### src/rtl/snake_engine.sv
// Snake movement, growth and collision engine with a tick timebase, status FSM
// and a registered per-cell query port for the renderer.
module snake_engine #(
  parameter int GRID_W    = 40,
  parameter int GRID_H    = 30,
  parameter int X_W       = 6,
  parameter int Y_W       = 5,
  parameter int MAX_LEN   = 16,
  parameter int INIT_LEN  = 3,
  parameter int TICK_DIV  = 12_500_000,
  parameter int DIE_TICKS = 8,
  parameter int WRAP      = 0
) (
  input  logic                         CLK_50M,
  input  logic                         RSTn,
  input  logic                         start,
  input  logic                         left_press,
  input  logic                         right_press,
  input  logic                         up_press,
  input  logic                         down_press,
  input  logic                         add_cube,
  input  logic [X_W-1:0]               query_x,
  input  logic [Y_W-1:0]               query_y,
  output logic [1:0]                   query_hit,
  output logic [X_W-1:0]               head_x,
  output logic [Y_W-1:0]               head_y,
  output logic [$clog2(MAX_LEN+1)-1:0] cube_num,
  output logic [1:0]                   game_status,
  output logic                         hit_wall,
  output logic                         hit_body,
  output logic                         die_flash,
  output logic                         step
);
  localparam int LEN_W = $clog2(MAX_LEN + 1);
  localparam int CNT_W = (TICK_DIV > 1) ? $clog2(TICK_DIV) : 1;
  localparam int DIE_W = (DIE_TICKS > 1) ? $clog2(DIE_TICKS) : 1;
  localparam logic [CNT_W-1:0] TICK_LAST = CNT_W'(TICK_DIV - 1);
  localparam logic [DIE_W-1:0] DIE_LAST  = DIE_W'(DIE_TICKS - 1);
  localparam logic [X_W-1:0]   X_MAX     = X_W'(GRID_W - 1);
  localparam logic [Y_W-1:0]   Y_MAX     = Y_W'(GRID_H - 1);
  localparam logic [Y_W-1:0]   HOME_Y    = Y_W'(GRID_H / 2);
  localparam logic [LEN_W-1:0] LEN_INIT  = LEN_W'(INIT_LEN);
  localparam logic [LEN_W-1:0] LEN_MAX   = LEN_W'(MAX_LEN);

  typedef enum logic [1:0] {ST_IDLE = 2'b00, ST_PLAY = 2'b01, ST_DIE = 2'b10} state_t;
  typedef enum logic [1:0] {DIR_UP = 2'd0, DIR_DOWN = 2'd1, DIR_LEFT = 2'd2, DIR_RIGHT = 2'd3} dir_t;

  // Inactive home slots all park on the tail cell so nothing stray shows up later.
  function automatic logic [X_W-1:0] home_x(input int idx);
    if (idx < INIT_LEN) return X_W'(GRID_W / 2 - idx);
    else return X_W'(GRID_W / 2 - INIT_LEN + 1);
  endfunction

  state_t             state_r, state_nxt_s;
  dir_t               cur_dir_r, next_dir_r, dir_sel_s;
  logic [CNT_W-1:0]   tick_cnt_r;
  logic [DIE_W-1:0]   die_cnt_r;
  logic [X_W-1:0]     seg_x_r [MAX_LEN];
  logic [Y_W-1:0]     seg_y_r [MAX_LEN];
  logic [LEN_W-1:0]   cube_num_r;
  logic               grow_pending_r, hit_wall_r, hit_body_r, die_flash_r, step_r;
  logic [1:0]         query_hit_r, query_s;
  logic [X_W-1:0]     cand_x_s;
  logic [Y_W-1:0]     cand_y_s;
  logic               wall_s, body_s, grow_s, tick_s, move_tick_s, move_ok_s, collide_s, die_done_s;

  assign tick_s      = (state_r != ST_IDLE) && (tick_cnt_r == TICK_LAST);
  assign move_tick_s = tick_s && (state_r == ST_PLAY);
  assign grow_s      = grow_pending_r && (cube_num_r < LEN_MAX);
  assign collide_s   = move_tick_s && (wall_s || body_s);
  assign move_ok_s   = move_tick_s && !wall_s && !body_s;
  assign die_done_s  = tick_s && (state_r == ST_DIE) && (die_cnt_r == DIE_LAST);

  // Highest-priority press that does not reverse the applied direction.
  always_comb begin
    dir_sel_s = next_dir_r;
    if (up_press && cur_dir_r != DIR_DOWN) dir_sel_s = DIR_UP;
    else if (down_press && cur_dir_r != DIR_UP) dir_sel_s = DIR_DOWN;
    else if (left_press && cur_dir_r != DIR_RIGHT) dir_sel_s = DIR_LEFT;
    else if (right_press && cur_dir_r != DIR_LEFT) dir_sel_s = DIR_RIGHT;
    else dir_sel_s = next_dir_r;
  end

  always_comb begin
    cand_x_s = seg_x_r[0];
    cand_y_s = seg_y_r[0];
    wall_s   = 1'b0;
    case (next_dir_r)
      DIR_UP: begin
        if (seg_y_r[0] != Y_W'(0)) cand_y_s = seg_y_r[0] - Y_W'(1);
        else if (WRAP != 0) cand_y_s = Y_MAX;
        else wall_s = 1'b1;
      end
      DIR_DOWN: begin
        if (seg_y_r[0] != Y_MAX) cand_y_s = seg_y_r[0] + Y_W'(1);
        else if (WRAP != 0) cand_y_s = Y_W'(0);
        else wall_s = 1'b1;
      end
      DIR_LEFT: begin
        if (seg_x_r[0] != X_W'(0)) cand_x_s = seg_x_r[0] - X_W'(1);
        else if (WRAP != 0) cand_x_s = X_MAX;
        else wall_s = 1'b1;
      end
      DIR_RIGHT: begin
        if (seg_x_r[0] != X_MAX) cand_x_s = seg_x_r[0] + X_W'(1);
        else if (WRAP != 0) cand_x_s = X_W'(0);
        else wall_s = 1'b1;
      end
      default: wall_s = 1'b0;
    endcase
  end

  // The tail cell is vacated by the move unless the snake grows on it.
  always_comb begin
    body_s = 1'b0;
    for (int i = 1; i < MAX_LEN; i++) begin
      if ((LEN_W'(i) < cube_num_r) && !((LEN_W'(i) == cube_num_r - LEN_W'(1)) && !grow_s) &&
          (seg_x_r[i] == cand_x_s) && (seg_y_r[i] == cand_y_s)) body_s = 1'b1;
      else body_s = body_s;
    end
  end

  always_comb begin
    query_s = 2'b00;
    for (int i = 1; i < MAX_LEN; i++) begin
      if ((LEN_W'(i) < cube_num_r) && (seg_x_r[i] == query_x) && (seg_y_r[i] == query_y)) query_s = 2'b10;
      else query_s = query_s;
    end
    if ((seg_x_r[0] == query_x) && (seg_y_r[0] == query_y)) query_s = 2'b01;
    else query_s = query_s;
  end

  always_comb begin
    state_nxt_s = state_r;
    case (state_r)
      ST_IDLE: if (start) state_nxt_s = ST_PLAY; else state_nxt_s = ST_IDLE;
      ST_PLAY: if (collide_s) state_nxt_s = ST_DIE; else state_nxt_s = ST_PLAY;
      ST_DIE:  if (die_done_s) state_nxt_s = ST_IDLE; else state_nxt_s = ST_DIE;
      default: state_nxt_s = ST_IDLE;
    endcase
  end

  always_ff @(posedge CLK_50M or negedge RSTn) begin
    if (!RSTn) state_r <= ST_IDLE;
    else state_r <= state_nxt_s;
  end

  always_ff @(posedge CLK_50M or negedge RSTn) begin
    if (!RSTn) begin
      tick_cnt_r  <= CNT_W'(0);
      die_cnt_r   <= DIE_W'(0);
      die_flash_r <= 1'b0;
    end else begin
      if (state_r == ST_IDLE || tick_s) tick_cnt_r <= CNT_W'(0);
      else tick_cnt_r <= tick_cnt_r + CNT_W'(1);
      if (state_r != ST_DIE || die_done_s) begin
        die_cnt_r   <= DIE_W'(0);
        die_flash_r <= 1'b0;
      end else if (tick_s) begin
        die_cnt_r   <= die_cnt_r + DIE_W'(1);
        die_flash_r <= ~die_flash_r;
      end
    end
  end

  always_ff @(posedge CLK_50M or negedge RSTn) begin
    if (!RSTn) begin
      cur_dir_r <= DIR_RIGHT; next_dir_r <= DIR_RIGHT;
      grow_pending_r <= 1'b0; hit_wall_r <= 1'b0; hit_body_r <= 1'b0;
      step_r <= 1'b0; query_hit_r <= 2'b00;
    end else begin
      step_r      <= move_ok_s;
      query_hit_r <= query_s;
      if (die_done_s) begin
        cur_dir_r <= DIR_RIGHT; next_dir_r <= DIR_RIGHT;
        grow_pending_r <= 1'b0; hit_wall_r <= 1'b0; hit_body_r <= 1'b0;
      end else begin
        if (move_ok_s) cur_dir_r <= next_dir_r;
        if (state_r == ST_PLAY) next_dir_r <= dir_sel_s;
        if (move_tick_s) grow_pending_r <= add_cube;
        else if (state_r == ST_PLAY && add_cube) grow_pending_r <= 1'b1;
        if (collide_s) begin
          hit_wall_r <= wall_s;
          hit_body_r <= body_s && !wall_s;
        end
      end
    end
  end

  always_ff @(posedge CLK_50M or negedge RSTn) begin
    if (!RSTn) begin
      for (int i = 0; i < MAX_LEN; i++) begin
        seg_x_r[i] <= home_x(i);
        seg_y_r[i] <= HOME_Y;
      end
      cube_num_r <= LEN_INIT;
    end else if (die_done_s) begin
      for (int i = 0; i < MAX_LEN; i++) begin
        seg_x_r[i] <= home_x(i);
        seg_y_r[i] <= HOME_Y;
      end
      cube_num_r <= LEN_INIT;
    end else if (move_ok_s) begin
      for (int i = 1; i < MAX_LEN; i++) begin
        seg_x_r[i] <= seg_x_r[i-1];
        seg_y_r[i] <= seg_y_r[i-1];
      end
      seg_x_r[0] <= cand_x_s;
      seg_y_r[0] <= cand_y_s;
      if (grow_s) cube_num_r <= cube_num_r + LEN_W'(1);
    end
  end

  assign query_hit   = query_hit_r;
  assign head_x      = seg_x_r[0];
  assign head_y      = seg_y_r[0];
  assign cube_num    = cube_num_r;
  assign game_status = state_r;
  assign hit_wall    = hit_wall_r;
  assign hit_body    = hit_body_r;
  assign die_flash   = die_flash_r;
  assign step        = step_r;
endmodule

### config.mk
export PLATFORM = sky130hd
export DESIGN_NAME = snake_engine
export DESIGN_NICKNAME = d
export VERILOG_FILES = /design/src/rtl/snake_engine.sv
export SDC_FILE = /design/constraint.sdc
export NUM_CORES = 1
export LEC_CHECK = 0
export ABC_AREA = 1
export BUFFER_PORTS_ARGS = -buffer_cell sky130_fd_sc_hd__buf_2
export CAP_MARGIN = 15
export CORE_MARGIN = 1.5
export CORE_UTILIZATION = 55
export DETAILED_ROUTE_END_ITERATION = 16
export GPL_TIMING_DRIVEN = 1
export PLACE_DENSITY = 0.71
export RECOVER_POWER = 50
export SLEW_MARGIN = 20
export SYNTH_ARGS = -nofsm -noshare
export SYNTH_HDL_FRONTEND = slang
export SYNTH_SLANG_ARGS = --single-unit
### constraint.sdc
create_clock -name CLK_50M -period 3.8 [get_ports CLK_50M]
set_input_delay 0.38 -clock CLK_50M [delete_from_list [all_inputs] [get_ports CLK_50M]]
set_output_delay 0.38 -clock CLK_50M [all_outputs]
set_load 0.005 [all_outputs]
* After elaboration in Yosys (flattened, before gate mapping)
Cells that the tools add are included.
Word-level totals: register bits 221, output and inout bits 24, logic and storage cells 373
Cells by class: add/sub/neg operators 8, $lt $le $gt $ge 16, equality and inequality tests 90, mux-type cells 73, bitwise gates (word level) 1, reduce and logical (&&, ||, !) cells 141
Operators with widths (count):
- $mux W96 | 2
- $eq A6 B6 Y1 | 31
- $mux W80 | 2
- $eq A5 B5 Y1 | 31
- $logic_and A1 B1 Y1 | 105
- $mux W2 | 26
- $eq A4 B5 Y1 const A | 8
- $lt A4 B5 Y1 const A | 8
- $mux W1 | 29
- $mux W5 | 5
- $add A24 B1 Y24 const B | 1
- $eq A24 B24 Y1 const B | 1
- $mux W24 | 1
- $eq A3 B5 Y1 const A | 4
- $lt A3 B5 Y1 const A | 4
- $logic_not A1 Y1 | 18
- $reduce_bool A2 Y1 | 7
- $mux W6 | 2
- $pmux W6 S2 | 1
- $add A5 B1 Y5 const B | 2
- $eq A2 B5 Y1 const A | 2
- $lt A2 B5 Y1 const A | 2
- $pmux W5 S2 | 1
- $reduce_bool A5 Y1 | 2
- other kinds (23) | 34

* Logic depth before layout (Yosys ltp)
Gate-level depths: netlist of the first run.
word-level depth 27, depth in mapped cells 25, gate-level depth less buffers 22

* Worst setup path after synthesis of the first run
No wires, ideal clock.
path type flip-flop to flip-flop, start register seg_y_r, in the netlist head_y[1], end register seg_x_r, in the netlist head_x[0], setup time 0.133 ns, arrival time 2.972 ns, data required time 3.667 ns, setup slack 0.696 ns, cell stages (with the launch flop) 23, buffers on the path 4, clock period less this slack 3.104 ns, cell sequence dfstp_2 -> clkbuf_1 -> inv_1 -> ha_1 -> nand2_1 -> nor2_1 -> a21oi_1 -> nand3_2 -> nand2_1 -> buf_4 -> nand2_1 -> nand3_1 -> inv_1 -> nand2_1 -> nor2_1 -> nor2_1 -> nand2_1 -> nor2_2 -> nand3_4 -> nand2_2 -> buf_2 -> buf_4 -> o22ai_1
Between the ends: word-level cells in the longest chain between the ends 23, elaborated cells on any way between the ends 60, classes of those cells add/sub: 2; eq/ne: 16; mux: 21; reduce/logical: 21
RTL lines:
- start, declared | line 59 | logic [Y_W-1:0] seg_y_r [MAX_LEN];
- start signal, assigned by index | line 206 | seg_y_r[i] <= seg_y_r[i-1];
- $add A5 B1 Y5, or another cell as far along | line 95 | if (seg_y_r[0] != Y_MAX) cand_y_s = seg_y_r[0] + Y_W'(1);
- $mux W5 (on tied branches) | line 95, 90
- $pmux W5 S2 | line 88 | case (next_dir_r)
- $eq A5 B5 Y1 | line 118 | (seg_x_r[i] == cand_x_s) && (seg_y_r[i] == cand_y_s)) body_s = 1'b1;
- $logic_and A1 B1 Y1 | line 118
- $mux W1 (15 in a row) | line 117 | if ((LEN_W'(i) < cube_num_r) && !((LEN_W'(i) == cube_num_r - LEN_W'(1)) && !grow_s) &&
- $logic_not A1 Y1 | line 71 | assign move_ok_s = move_tick_s && !wall_s && !body_s;
- $logic_and A1 B1 Y1 * | line 71
- $reduce_bool A2 Y1 (no line) *
- end signal, assigned by index | line 193 | seg_x_r[i] <= home_x(i);
- end signal, assigned by index | line 199 | seg_x_r[i] <= home_x(i);
- end signal, assigned by index | line 205 | seg_x_r[i] <= seg_x_r[i-1];
- end, declared | line 58 | logic [X_W-1:0] seg_x_r [MAX_LEN];
Every way passes the cells marked *; elsewhere a longest branch is shown, timed or not. A chain may end at the register's enable or synchronous reset.

* Final worst setup path of the first run
start register seg_y_r, in the netlist head_y[1], end register seg_y_r[55] (netlist name)
Between the ends: word-level cells in the longest chain between the ends 23, elaborated cells on any way between the ends 60, classes of those cells add/sub: 2; eq/ne: 16; mux: 21; reduce/logical: 21
RTL lines (line):
- $add A5 B1 Y5, or another cell as far along | 95
- $mux W5 (on tied branches) | 95, 90
- $pmux W5 S2 | 88
- $eq A5 B5 Y1 | 118
- $logic_and A1 B1 Y1 | 118
- $mux W1 (15 in a row) | 117
- $logic_not A1 Y1 | 71
- $logic_and A1 B1 Y1 * | 71
- $reduce_bool A2 Y1 (no line) *
Marked as above.

==> metrics, run 1 <==
Antenna Nets Post-Route 0; WP data required between 4 and 5 ns; Synth Area in Adders 0.0121; H-tree lvl count 1; initial antenna violation count 0; Synth async-reset ratio 1.00; initial DRC count 2428; largest family of logic cells by synthesized area simple AND/OR/NAND/NOR gates; Peak Freq between 200 and 300 MHz; pre-CTS WS between 0.004 and 0.005 ns; Power Dens Cells about 320 mW/mm2; Min Hold Slack 0.0594 ns; worst skew pair latency between 0.5 and 0.6 ns; Die ar. 0.0292 mm2; Fin. Hold Viols 0; max-cap violations 1; unrepaired setup endpoints after global routing true; yosys warns 0; Detailed Route WL 61600 um; drt via density approximately 6; Final Max Tran Viols 88; simple-gate share of the synthesized area 0.366; failing checks capacitance limit, slew limit; RD Place Congestion between 1 and 1.5; crit path to seg_y_r[55]$_DFFE_PN1P_; register area ~0.0057 mm2; die height about 170 um; total number of vias 16500; Clock Skew about 0.015 ns; Row Count slightly above 60; Worst-Margin Slew between 2 and 2.5 ns; RR Startpoint head_y[1]$_DFFE_PN1P_; Combinational Power Share 0.130; post-synth top area share 0.191; Clk pwr share 0.444; total CTS buffers 25; Worst Hold Class input port to flop; main flop type after synthesis dfrtp_1; post-synthesis xor/xnor area fraction 0.0718; Peak VDD IR around 0.34 mV; Clk pin slew, worst setup/hold paths about 0.07 ns; n_diodes 0; area growth from synthesis to layout 11.9%; NumNets Final roughly 2400; critical path startpoint head_y[1]$_DFFE_PN1P_; Yosys reg bits between 200 and 250; clk sinks between 200 and 250; crit end category flop; status complete, but fails checks; Net Sw Frac 0.279; R2R cell count 19; drt drc 0; layout cell share with drive strength beyond 1 0.133; fill count 2653; multi-input logic area 0.00840 mm2; CP startpoint kind flop; CTS root buf clkbuf_16; Buffers on Ports 42; Initial Utilization 0.558; Final Cycle Share 0.962; Arr. time, crit path ~4.1 ns; first-pass GRT wire length between 90000 and 100000 um; Psw ~1.6 mW; mux cell area share after synthesis 0; Syn Nets between 2000 and 2500; EDFF count, synth 0; Unique masters post-synth 48; I/O pin cnt 43; gr ovfl total 0; Compound-Gate Fraction of Synth Area 0.0828; Die Width 171 um; DRT Pass-1 Iters 7; vias in the first global route approximately 15000; routed len/inst 22.5 um; Final min period ~3.7 ns; CTS tree done; sequential area share after synthesis 0.365; worst r2r dst seg_y_r[55]$_DFFE_PN1P_; setup slack after layout between 0.1 and 0.15 ns; worst rel slew slack -0.516; Seq pwr share 0.426; R2R setup slack around 0.14 ns; mapped cell area roughly 0.015 mm2; most area-hungry cell type in the Yosys netlist dfrtp_1; Clock Tree Buf Depth 3; Critical Path Fanout Max 30; Post-DP HPWL ~45000 um; # setup viols final 0; most frequent cells in the layout 547 x nor2_1, 547 x nand2_1, 235 x inv_1; synth top area cells dfrtp_1 19%, dfstp_2 17%, nor2_1 13%, nand2_1 13%, inv_1 5.7%; Int Power about 4.0 mW; Total GRT Usage 0.422; largest net degree at the start of global routing between 80 and 90; leak pwr between 8 and 9 nW; synthesized area per cell 6.75 um2; WS Path Type flop to flop; Post-Syn Instances about 2300; Core Box Area between 0.02 and 0.03 mm2
[power groups by stage]
| stage | sequential (mW) | combinational (mW) | clock (mW) |
|---|---|---|---|
| after global routing | 2.37 | 0.761 | 2.57 |
| after global placement | 2.41 | 0.680 | 0 |
| after CTS | 2.37 | 0.687 | 2.49 |
| final | 2.37 | 0.724 | 2.47 |
| after detailed placement | 2.41 | 0.682 | 0 |
| after floorplan | 2.40 | 0.390 | 0 |
[cell type report]
cell class	count	area share
multi-input combinational	1718	0.484
sequential	221	0.326
timing repair buffer	129	0.0617
inverter	244	0.0528
clock buffer	33	0.0407
tap	378	0.0273
clock inverter	12	0.00729
[state kept, by name (all words and copies together) (netlist names)]
signal / cells
die_cnt_r: 3
head_x: 6
die_flash: 1
seg_y_r: 75
cube_num: 5
game_status: 2
step: 1
seg_x_r: 90
cur_dir_r: 2
next_dir_r: 2
query_hit: 2
grow_pending_r: 1
hit_wall: 1
hit_body: 1
head_y: 5
tick_cnt_r: 24
[what timing repair did]
item | in CTS | in global routing
pin swaps | 0 | 3
gates resized for setup | 1 | 24
setup endpoints to repair | 116 | 178
hold endpoints to repair | 82 | 0
buffers inserted | 0 | 6
gates cloned | 0 | 3
hold buffers | 1 | 0
[routing by layer]
layer,share of wire,vias to the layer above,global-route usage
li1,-,7385,-
met1,0.40,7696,0.591
met2,0.41,1132,0.624
met3,0.14,237,0.0969
met4,0.056,0,0.182
met5,0,-,0
[cells in the mapped netlist, types with 3 or more instances]
cell / instances
clkbuf_1: 35
dfstp_2: 103
buf_6: 8
inv_1: 236
buf_4: 38
nand2_1: 548
nor4_1: 14
buf_2: 27
nand3_1: 147
o21ai_0: 35
nand3_2: 6
buf_1: 6
o41ai_1: 4
o211ai_1: 3
a211oi_1: 3
nor3_1: 16
nand2_2: 9
o22ai_1: 105
o21a_1: 3
a221oi_1: 7
xnor2_1: 65
o21ai_1: 6
nand3b_1: 17
inv_2: 7
nor2_1: 550
xor2_1: 62
dfrtp_1: 118
ha_1: 15
nor2_2: 6
a21oi_1: 23
a2111oi_0: 8
nand4_1: 46
[cell families (layout without fill, tap and decap cells)]
| logic type | Yosys count | in the layout |
|---|---|---|
| AOI/OAI and AO/OA | 206 | 206 |
| xor gates and xnor gates | 127 | 127 |
| adders and majority gates | 15 | 15 |
| buffers and inverters | 358 | 418 |
| DFF | 221 | 221 |
| and+or+nand+nor | 1368 | 1370 |
[stage by stage]
step	setup TNS (ns)	util	cells	cell area [um2]	power, mW
3_3_place_gp	-0.0434	0.588	2680	16300	3.09
6_report	0	0.624	2735	17300	5.56
2_1_floorplan	0	-	2295	15500	2.79
3_5_place_dp	0	0.588	2680	16300	3.09
4_1_cts	0	0.619	2726	17200	5.54
5_1_grt	-0.0133	0.624	2735	17300	5.70
[worst min-delay path by stage]
stage	startpoint	end	slack, ns	cells after the start
floorplan	RSTn	cube_num[2]$_DFFE_PN0P_	0.08	0
global placement	RSTn	die_cnt_r[0]$_DFFE_PN0P_	0.43	1
detailed placement	RSTn	die_cnt_r[0]$_DFFE_PN0P_	0.43	1
CTS	start	game_status[0]$_DFF_PN0_	0.05	3
global route	start	game_status[0]$_DFF_PN0_	0.06	3
finish	start	game_status[0]$_DFF_PN0_	0.06	3
[critical path, cell delays in order, from the launching register on]
cell,delay (ns)
dfstp_2,0.53
inv_1,0.07
ha_1,0.22
nand2_1,0.19
nor2_4,0.08
nor2_1,0.09
nand2_1,0.14
nand2_1,0.18
buf_4,0.24
xor2_1,0.34
nand3_1,0.13
nor2_1,0.14
nand2_1,0.09
nand3_1,0.21
nor2_4,0.09
nand3_4,0.20
buf_12,0.21
buf_12,0.19
nor2_1,0.06
nor2_1,0.14
(Power assumes the default switching activity.)
==> inputs of run 2 (changes only) <==
==> constraint.sdc (replaced) <==
create_clock -name CLK_50M -period 3.8 [get_ports CLK_50M]
set_input_delay 0.38 -clock CLK_50M [delete_from_list [all_inputs] [get_ports CLK_50M]]
set_output_delay 0.38 -clock CLK_50M [all_outputs]
set_load 0.05 [all_outputs]
==> run 2 against run 1 <==
The flow still finishes with violations (capacitance limit, slew limit). Power about the same. Critical path type unchanged. Cell area about the same. Sequential share of layout area about the same. Clock skew down 0.00077 ns. Setup slack worse by 0.0087 ns. Via count down 0.22%. Register-to-register slack about the same. First-iteration DRC count about the same.
==> metrics, run 2 (same netlist as run 1, synthesis figures left out) <==
status complete, but fails checks; failing checks capacitance limit, slew limit; unrepaired setup endpoints after global routing true; layout cell share with drive strength beyond 1 0.131 (-0.00170); Die ar. 0.0292 mm2 (unchanged); Final Max Tran Viols 88 (unchanged); Psw 1.55 mW (about the same); CTS tree done; total number of vias 16400 (-0.22%); Tot Pwr 5.56 mW (about the same); Die Width 171 um (unchanged); Combinational Power Share 0.130 (about the same); gr ovfl total 0 (unchanged); Initial Utilization 0.558 (unchanged); worst skew pair latency 0.54 ns (about the same); DRT Pass-1 Iters 7 (unchanged); Critical Path Fanout Max 31 (+3.3%); Worst Hold Class input port to flop; vias in the first global route 14800 (unchanged); first-pass GRT wire length 90500 um (unchanged); largest net degree at the start of global routing 88 (unchanged); routed len/inst 22.5 um (about the same); Antenna Nets Post-Route 0 (unchanged); setup slack after layout 0.135 ns (-0.00868 ns); I/O pin cnt 43 (unchanged); most frequent cells in the layout 547 x nor2_1, 547 x nand2_1, 235 x inv_1; M1 GR Usage 0.591 (unchanged); max reg flops 90 (unchanged); drt drc 0 (unchanged); # setup viols final 0 (unchanged); die height 171 um (unchanged); max-cap violations 1 (unchanged); Arr. time, crit path 4.07 ns (-0.04 ns); Peak VDD IR 0.338 mV (about the same); fill count 2653 (unchanged); Total GRT Usage 0.422 (unchanged); WS Path Type flop to flop; H-tree lvl count 1 (unchanged); Peak Freq 273 MHz (-0.24%); multi-input logic area 0.00840 mm2 (unchanged); Final min period 3.67 ns (+0.00868 ns); Core Box Area 0.0278 mm2 (unchanged); area growth from synthesis to layout 11.9% (about the same); Seq pwr share 0.426 (about the same); crit end category flop; Post-DP HPWL 45300 um (unchanged); Clk pwr share 0.444 (about the same); Int Power 4.01 mW (about the same); Final Cycle Share 0.965 (+0.00228); initial DRC count 2426 (-0.082%); leak pwr 8.60 nW (-0.21%); Clock Skew 0.0140 ns (-0.000768 ns); non-filler instance count after layout 2735 (unchanged); clk sinks 221 (unchanged); Worst-Margin Slew 2.28 ns (+0.00578 ns); Row Count 61 (unchanged); Detailed Route WL 61500 um (about the same); n_diodes 0 (unchanged); Biggest register seg_x_r; CP startpoint kind flop; dpl cells 2680 (unchanged); Clock Tree Buf Depth 3 (unchanged); NumNets Final 2373 (unchanged); initial antenna violation count 0 (unchanged); global route hottest layer met2; Fin. Hold Viols 0 (unchanged); Net Sw Frac 0.279 (about the same); WP data required 4.21 ns (-0.05 ns); total CTS buffers 25 (unchanged); drt via density 6.00 (-0.22%); Largest regs seg_x_r (90), seg_y_r (75), tick_cnt_r (24); Power Dens Cells 321 mW/mm2 (about the same); met2 Resource Use GR 0.624 (unchanged); CTS root buf clkbuf_16; Buffers on Ports 42 (unchanged); worst rel slew slack -0.520 (-0.00385); pre-CTS WS 0.00444 ns (unchanged); RD Place Congestion 1.05 (unchanged); Clk pin slew, worst setup/hold paths 0.06 ns (about the same); register area 0.00566 mm2 (unchanged); M3 GR Usage 0.0969 (unchanged)
run 2: changes by cell type in the layout (fill, tap and decap cells not counted), sizes merged:
cell    delta
clkbuf     +5
buf        -5
run 2: routing by layer:
layer,share of wire,up-vias
met4,0.056,0
met3,0.13,230
met2,0.41,1110
met1,0.40,7687
li1,-,7386
met5,0,-
run 2: metrics by stage:
| stage | hold slack, ns | TNS (ns) | utilization | instance area [um2] |
|---|---|---|---|---|
| 2_1_floorplan | 0.0844 | 0 | - | 15500 |
| 3_3_place_gp | 0.430 | -0.0434 | 0.588 | 16300 |
| 3_5_place_dp | 0.432 | 0 | 0.588 | 16300 |
| 4_1_cts | 0.0523 | 0 | 0.619 | 17200 |
| 5_1_grt | 0.0579 | -0.0133 | 0.624 | 17300 |
| 6_report | 0.0590 | 0 | 0.624 | 17300 |
run 2: what timing repair did:
| item | 4_1_cts | 5_1_grt |
|---|---|---|
| gates cloned | 0 | 3 |
| setup buffers | 0 | 6 |
| setup endpoints to repair | 116 | 178 |
| hold buffers | 1 | 0 |
| pin swaps | 0 | 3 |
| resized for setup | 1 | 24 |
| hold endpoints to repair | 82 | 0 |
run 2: power by group through the flow:
| stage | combinational (mW) | clock, mW | sequential (mW) |
|---|---|---|---|
| finish | 0.724 | 2.47 | 2.37 |
| global route | 0.761 | 2.57 | 2.37 |
| CTS | 0.687 | 2.49 | 2.37 |
| detailed placement | 0.682 | 0 | 2.41 |
| global placement | 0.680 | 0 | 2.41 |
| floorplan | 0.390 | 0 | 2.40 |
run 2: layout make-up:
class                      count  area share
clock inverter                12     0.00729
timing repair buffer         129      0.0614
multi-input combinational   1718       0.484
clock buffer                  33      0.0407
tap                          378      0.0273
inverter                     244      0.0528
sequential                   221       0.326
run 2: path summary, 6_finish.rpt:
check / startpoint / cells after the start / slack [ns] / endpoint
max in group asynchronous: RSTn / 3 / 0.59 / seg_x_r[71]$_DFFE_PN0P_
max: head_y[0]$_DFFE_PN1P_ / 20 / 0.13 / seg_x_r[21]$_DFFE_PN0P_
min reg2reg: tick_cnt_r[0]$_DFF_PN0_ / 1 / 0.47 / tick_cnt_r[0]$_DFF_PN0_
min in group asynchronous: RSTn / 2 / 1.03 / die_cnt_r[0]$_DFFE_PN0P_
max reg2reg: head_y[0]$_DFFE_PN1P_ / 20 / 0.13 / seg_x_r[21]$_DFFE_PN0P_
min: start / 3 / 0.06 / game_status[0]$_DFF_PN0_
run 2: critical path, cell delays in order (launching register included):
cell	delay, ns
dfstp_2	0.55
inv_1	0.10
ha_1	0.28
nand3_1	0.14
nand2_2	0.13
inv_1	0.21
nand2_1	0.09
nand3_2	0.10
nand2_4	0.15
buf_4	0.20
nor2_1	0.08
nor2_1	0.05
nand2_1	0.08
nor2_1	0.05
nand2_1	0.08
nand3_1	0.21
nor2_4	0.21
nand3_4	0.21
nand2_4	0.27
buf_12	0.22
o22ai_1	0.09
==> inputs of run 3 (changes only) <==
Settings changed: PLACE_DENSITY 0.71 to 0.79.
==> run 3 against run 2 <==
The run still ends with capacitance limit, slew limit left. Critical path depth grew 1. Cell count shrank 0.44%. Power shrank 1.7%. Setup slack lost 0.029 ns. Maximum frequency shrank 0.79%. Global-route usage grew 0.63 points. Cell area shrank 1.3%. Die area is the same. Wire length grew 1.9%. Flip-flop and latch count is the same. Largest cell class unchanged. Largest power group is now registers.
==> metrics, run 3 (same netlist as run 1, synthesis figures left out) <==
dpl cells 2664 (-0.60%); CTS root buf clkbuf_16; R2R cell count 21 (+5.0%); Finished Cell Area 0.0171 mm2 (-1.3%); Worst Hold Class input port to flop; M1 GR Usage 0.622 (+0.0309); worst skew pair latency 0.54 ns (about the same); Core Box Area 0.0278 mm2 (unchanged); Int Power 3.93 mW (-2.0%); crit path cell chain inv_1 -> ha_2 -> nand2_1 -> nor2_1 -> nand3_2 -> nand2_2 -> nor2_4 -> nand2_4 -> buf_4 -> nand2_1 -> nand2_1 -> nor2_1 -> nand3_1 -> nor2_1 -> nor2_1 -> nand2_1 -> nor2_2 -> nand3_4 -> buf_4 -> clkbuf_16 -> o22ai_1; CTS tree done; drt drc 0 (unchanged); area post-placement 0.0162 mm2 (-1.1%); global route hottest layer met1; Arr. time, crit path 4.10 ns (+0.03 ns); RR Startpoint head_x[1]$_DFFE_PN0P_; Net Sw Frac 0.281 (+0.00230); critical path startpoint head_x[1]$_DFFE_PN0P_; Final min period 3.69 ns (+0.0292 ns); Clk pin slew, worst setup/hold paths 0.06 ns (about the same); # setup viols final 0 (unchanged); area growth from synthesis to layout 10.4%; status complete, but fails checks; WS Path Type flop to flop; met2 Resource Use GR 0.598 (-0.0259); setup slack after layout 0.105 ns (-0.0292 ns); WP data required 4.20 ns (about the same); Fin. Hold Viols 0 (unchanged); vias in the first global route 15000 (+1.3%); clk sinks 221 (unchanged); Die ar. 0.0292 mm2 (unchanged); M3 GR Usage 0.126 (+0.0291); R2R setup slack 0.11 ns (-0.03 ns); n_diodes 0 (unchanged); total number of vias 16400 (-0.28%); post-route setup TNS 0 ns (unchanged); drt via density 6.01 (+0.16%); max reg flops 90 (unchanged); Initial Utilization 0.558 (unchanged); initial antenna violation count 0 (unchanged); multi-input logic area 0.00833 mm2 (-0.75%); crit end category flop; Total GRT Usage 0.428 (+0.00627); cts hold-fix bufs 0 (-1); Die Width 171 um (unchanged); first-pass GRT wire length 92400 um (+2.1%); crit path to seg_x_r[23]$_DFFE_PN0P_; Psw 1.54 mW (-0.91%); Peak VDD IR 0.531 mV (+57%); H-tree lvl count 1 (unchanged); total CTS buffers 25 (unchanged); Buffers on Ports 42 (unchanged); CP startpoint kind flop; layout cell share with drive strength beyond 1 0.124 (-0.00743); pre-CTS WS -0.0613 ns (-0.0657 ns); Worst-Margin Slew 3.25 ns (+0.966 ns); Clock Tree Buf Depth 3 (unchanged); RD Place Congestion 1.12 (+6.7%); slowest cell delay on critical path 0.47 ns (-0.08 ns); Antenna Nets Post-Route 0 (unchanged); non-filler instance count after layout 2723 (-0.44%); Power Dens Cells 319 mW/mm2 (-0.42%); max-cap violations 1 (unchanged); failing checks capacitance limit, slew limit; Tot Pwr 5.47 mW (-1.7%); largest net degree at the start of global routing 124 (+41%); Peak Freq 271 MHz (-0.79%); Largest regs seg_x_r (90), seg_y_r (75), tick_cnt_r (24); Combinational Power Share 0.134 (+0.004); DRT Pass-1 Iters 5 (-2); worst rel slew slack -1.16 (-0.644); leak pwr 8.50 nW (-1.2%); Crit-path slowest cell dfrtp_2; Critical Path Fanout Max 38 (+23%); register area 0.00566 mm2 (unchanged); Clk pwr share 0.433 (-0.011); Clock Skew 0.0189 ns (+0.00480 ns); Final Max Tran Viols 124 (+41%); Post-DP HPWL 45700 um (+0.97%); Detailed Route WL 62700 um (+1.9%); routed len/inst 23.0 um (+2.4%); Row Count 61 (unchanged); fill count 2651 (-0.075%); most frequent cells in the layout 546 x nor2_1, 546 x nand2_1, 236 x inv_1; I/O pin cnt 43 (unchanged); worst r2r dst seg_x_r[23]$_DFFE_PN0P_; Biggest register seg_x_r; Seq pwr share 0.433 (+0.007); Final Cycle Share 0.972 (+0.00767); initial DRC count 2384 (-1.7%); NumNets Final 2360 (-0.55%); gr ovfl total 0 (unchanged); die height 171 um (unchanged)
-- run 3: power groups by stage --
stage / sequential, mW / clock, mW / combinational (mW)
after floorplan: 2.40 / 0 / 0.390
after global placement: 2.40 / 0 / 0.690
after detailed placement: 2.40 / 0 / 0.690
after CTS: 2.37 / 2.38 / 0.694
after global routing: 2.37 / 2.48 / 0.773
final: 2.37 / 2.37 / 0.733
-- run 3: area by class of cell --
cell class	instances	share of cell area
Multi-Input combinational cell	1718	0.487
Sequential cell	221	0.331
Timing Repair Buffer	116	0.0551
Inverter	244	0.0535
Clock buffer	36	0.0413
Tap cell	378	0.0276
Clock inverter	10	0.00483
-- run 3: worst min path at each step --
stage	from	end	slack, ns	depth (start not counted)
floorplan	RSTn	cube_num[2]$_DFFE_PN0P_	0.08	0
finish	start	game_status[0]$_DFF_PN0_	0.05	3
detailed placement	tick_cnt_r[0]$_DFF_PN0_	tick_cnt_r[0]$_DFF_PN0_	0.44	1
CTS	RSTn	head_x[0]$_DFFE_PN0P_	0.01	1
global placement	tick_cnt_r[0]$_DFF_PN0_	tick_cnt_r[0]$_DFF_PN0_	0.44	1
global route	start	game_status[0]$_DFF_PN0_	0.06	3
-- run 3: metal layers --
layer | vias to the layer above | routed length (um)
li1 | 7354 | -
met1 | 7702 | 26100
met2 | 1124 | 25300
met3 | 187 | 8850
met4 | 0 | 2450
met5 | - | 0
-- run 3: through the flow --
step	util	hold WS, ns
floorplan	-	0.0844
global placement	0.582	0.441
detailed placement	0.582	0.445
CTS	0.611	0.0106
global route	0.616	0.0579
finish	0.616	0.0549
-- run 3: worst max-delay path, delay by kind of cell, from the launching register on --
kind | cells | cell delay [ns]
buffers and inverters | 4 | 0.80
adders and majority gates | 1 | 0.23
and+or+nand+nor | 15 | 1.94
AOI/OAI and AO/OA | 1 | 0.11
DFF | 1 | 0.47
-- run 3: repair_timing --
action,in CTS,in global routing
endpoints found under the setup margin,142,184
pin swaps,0,3
gates cloned,0,4
setup buffers,0,9
resized for setup,2,16
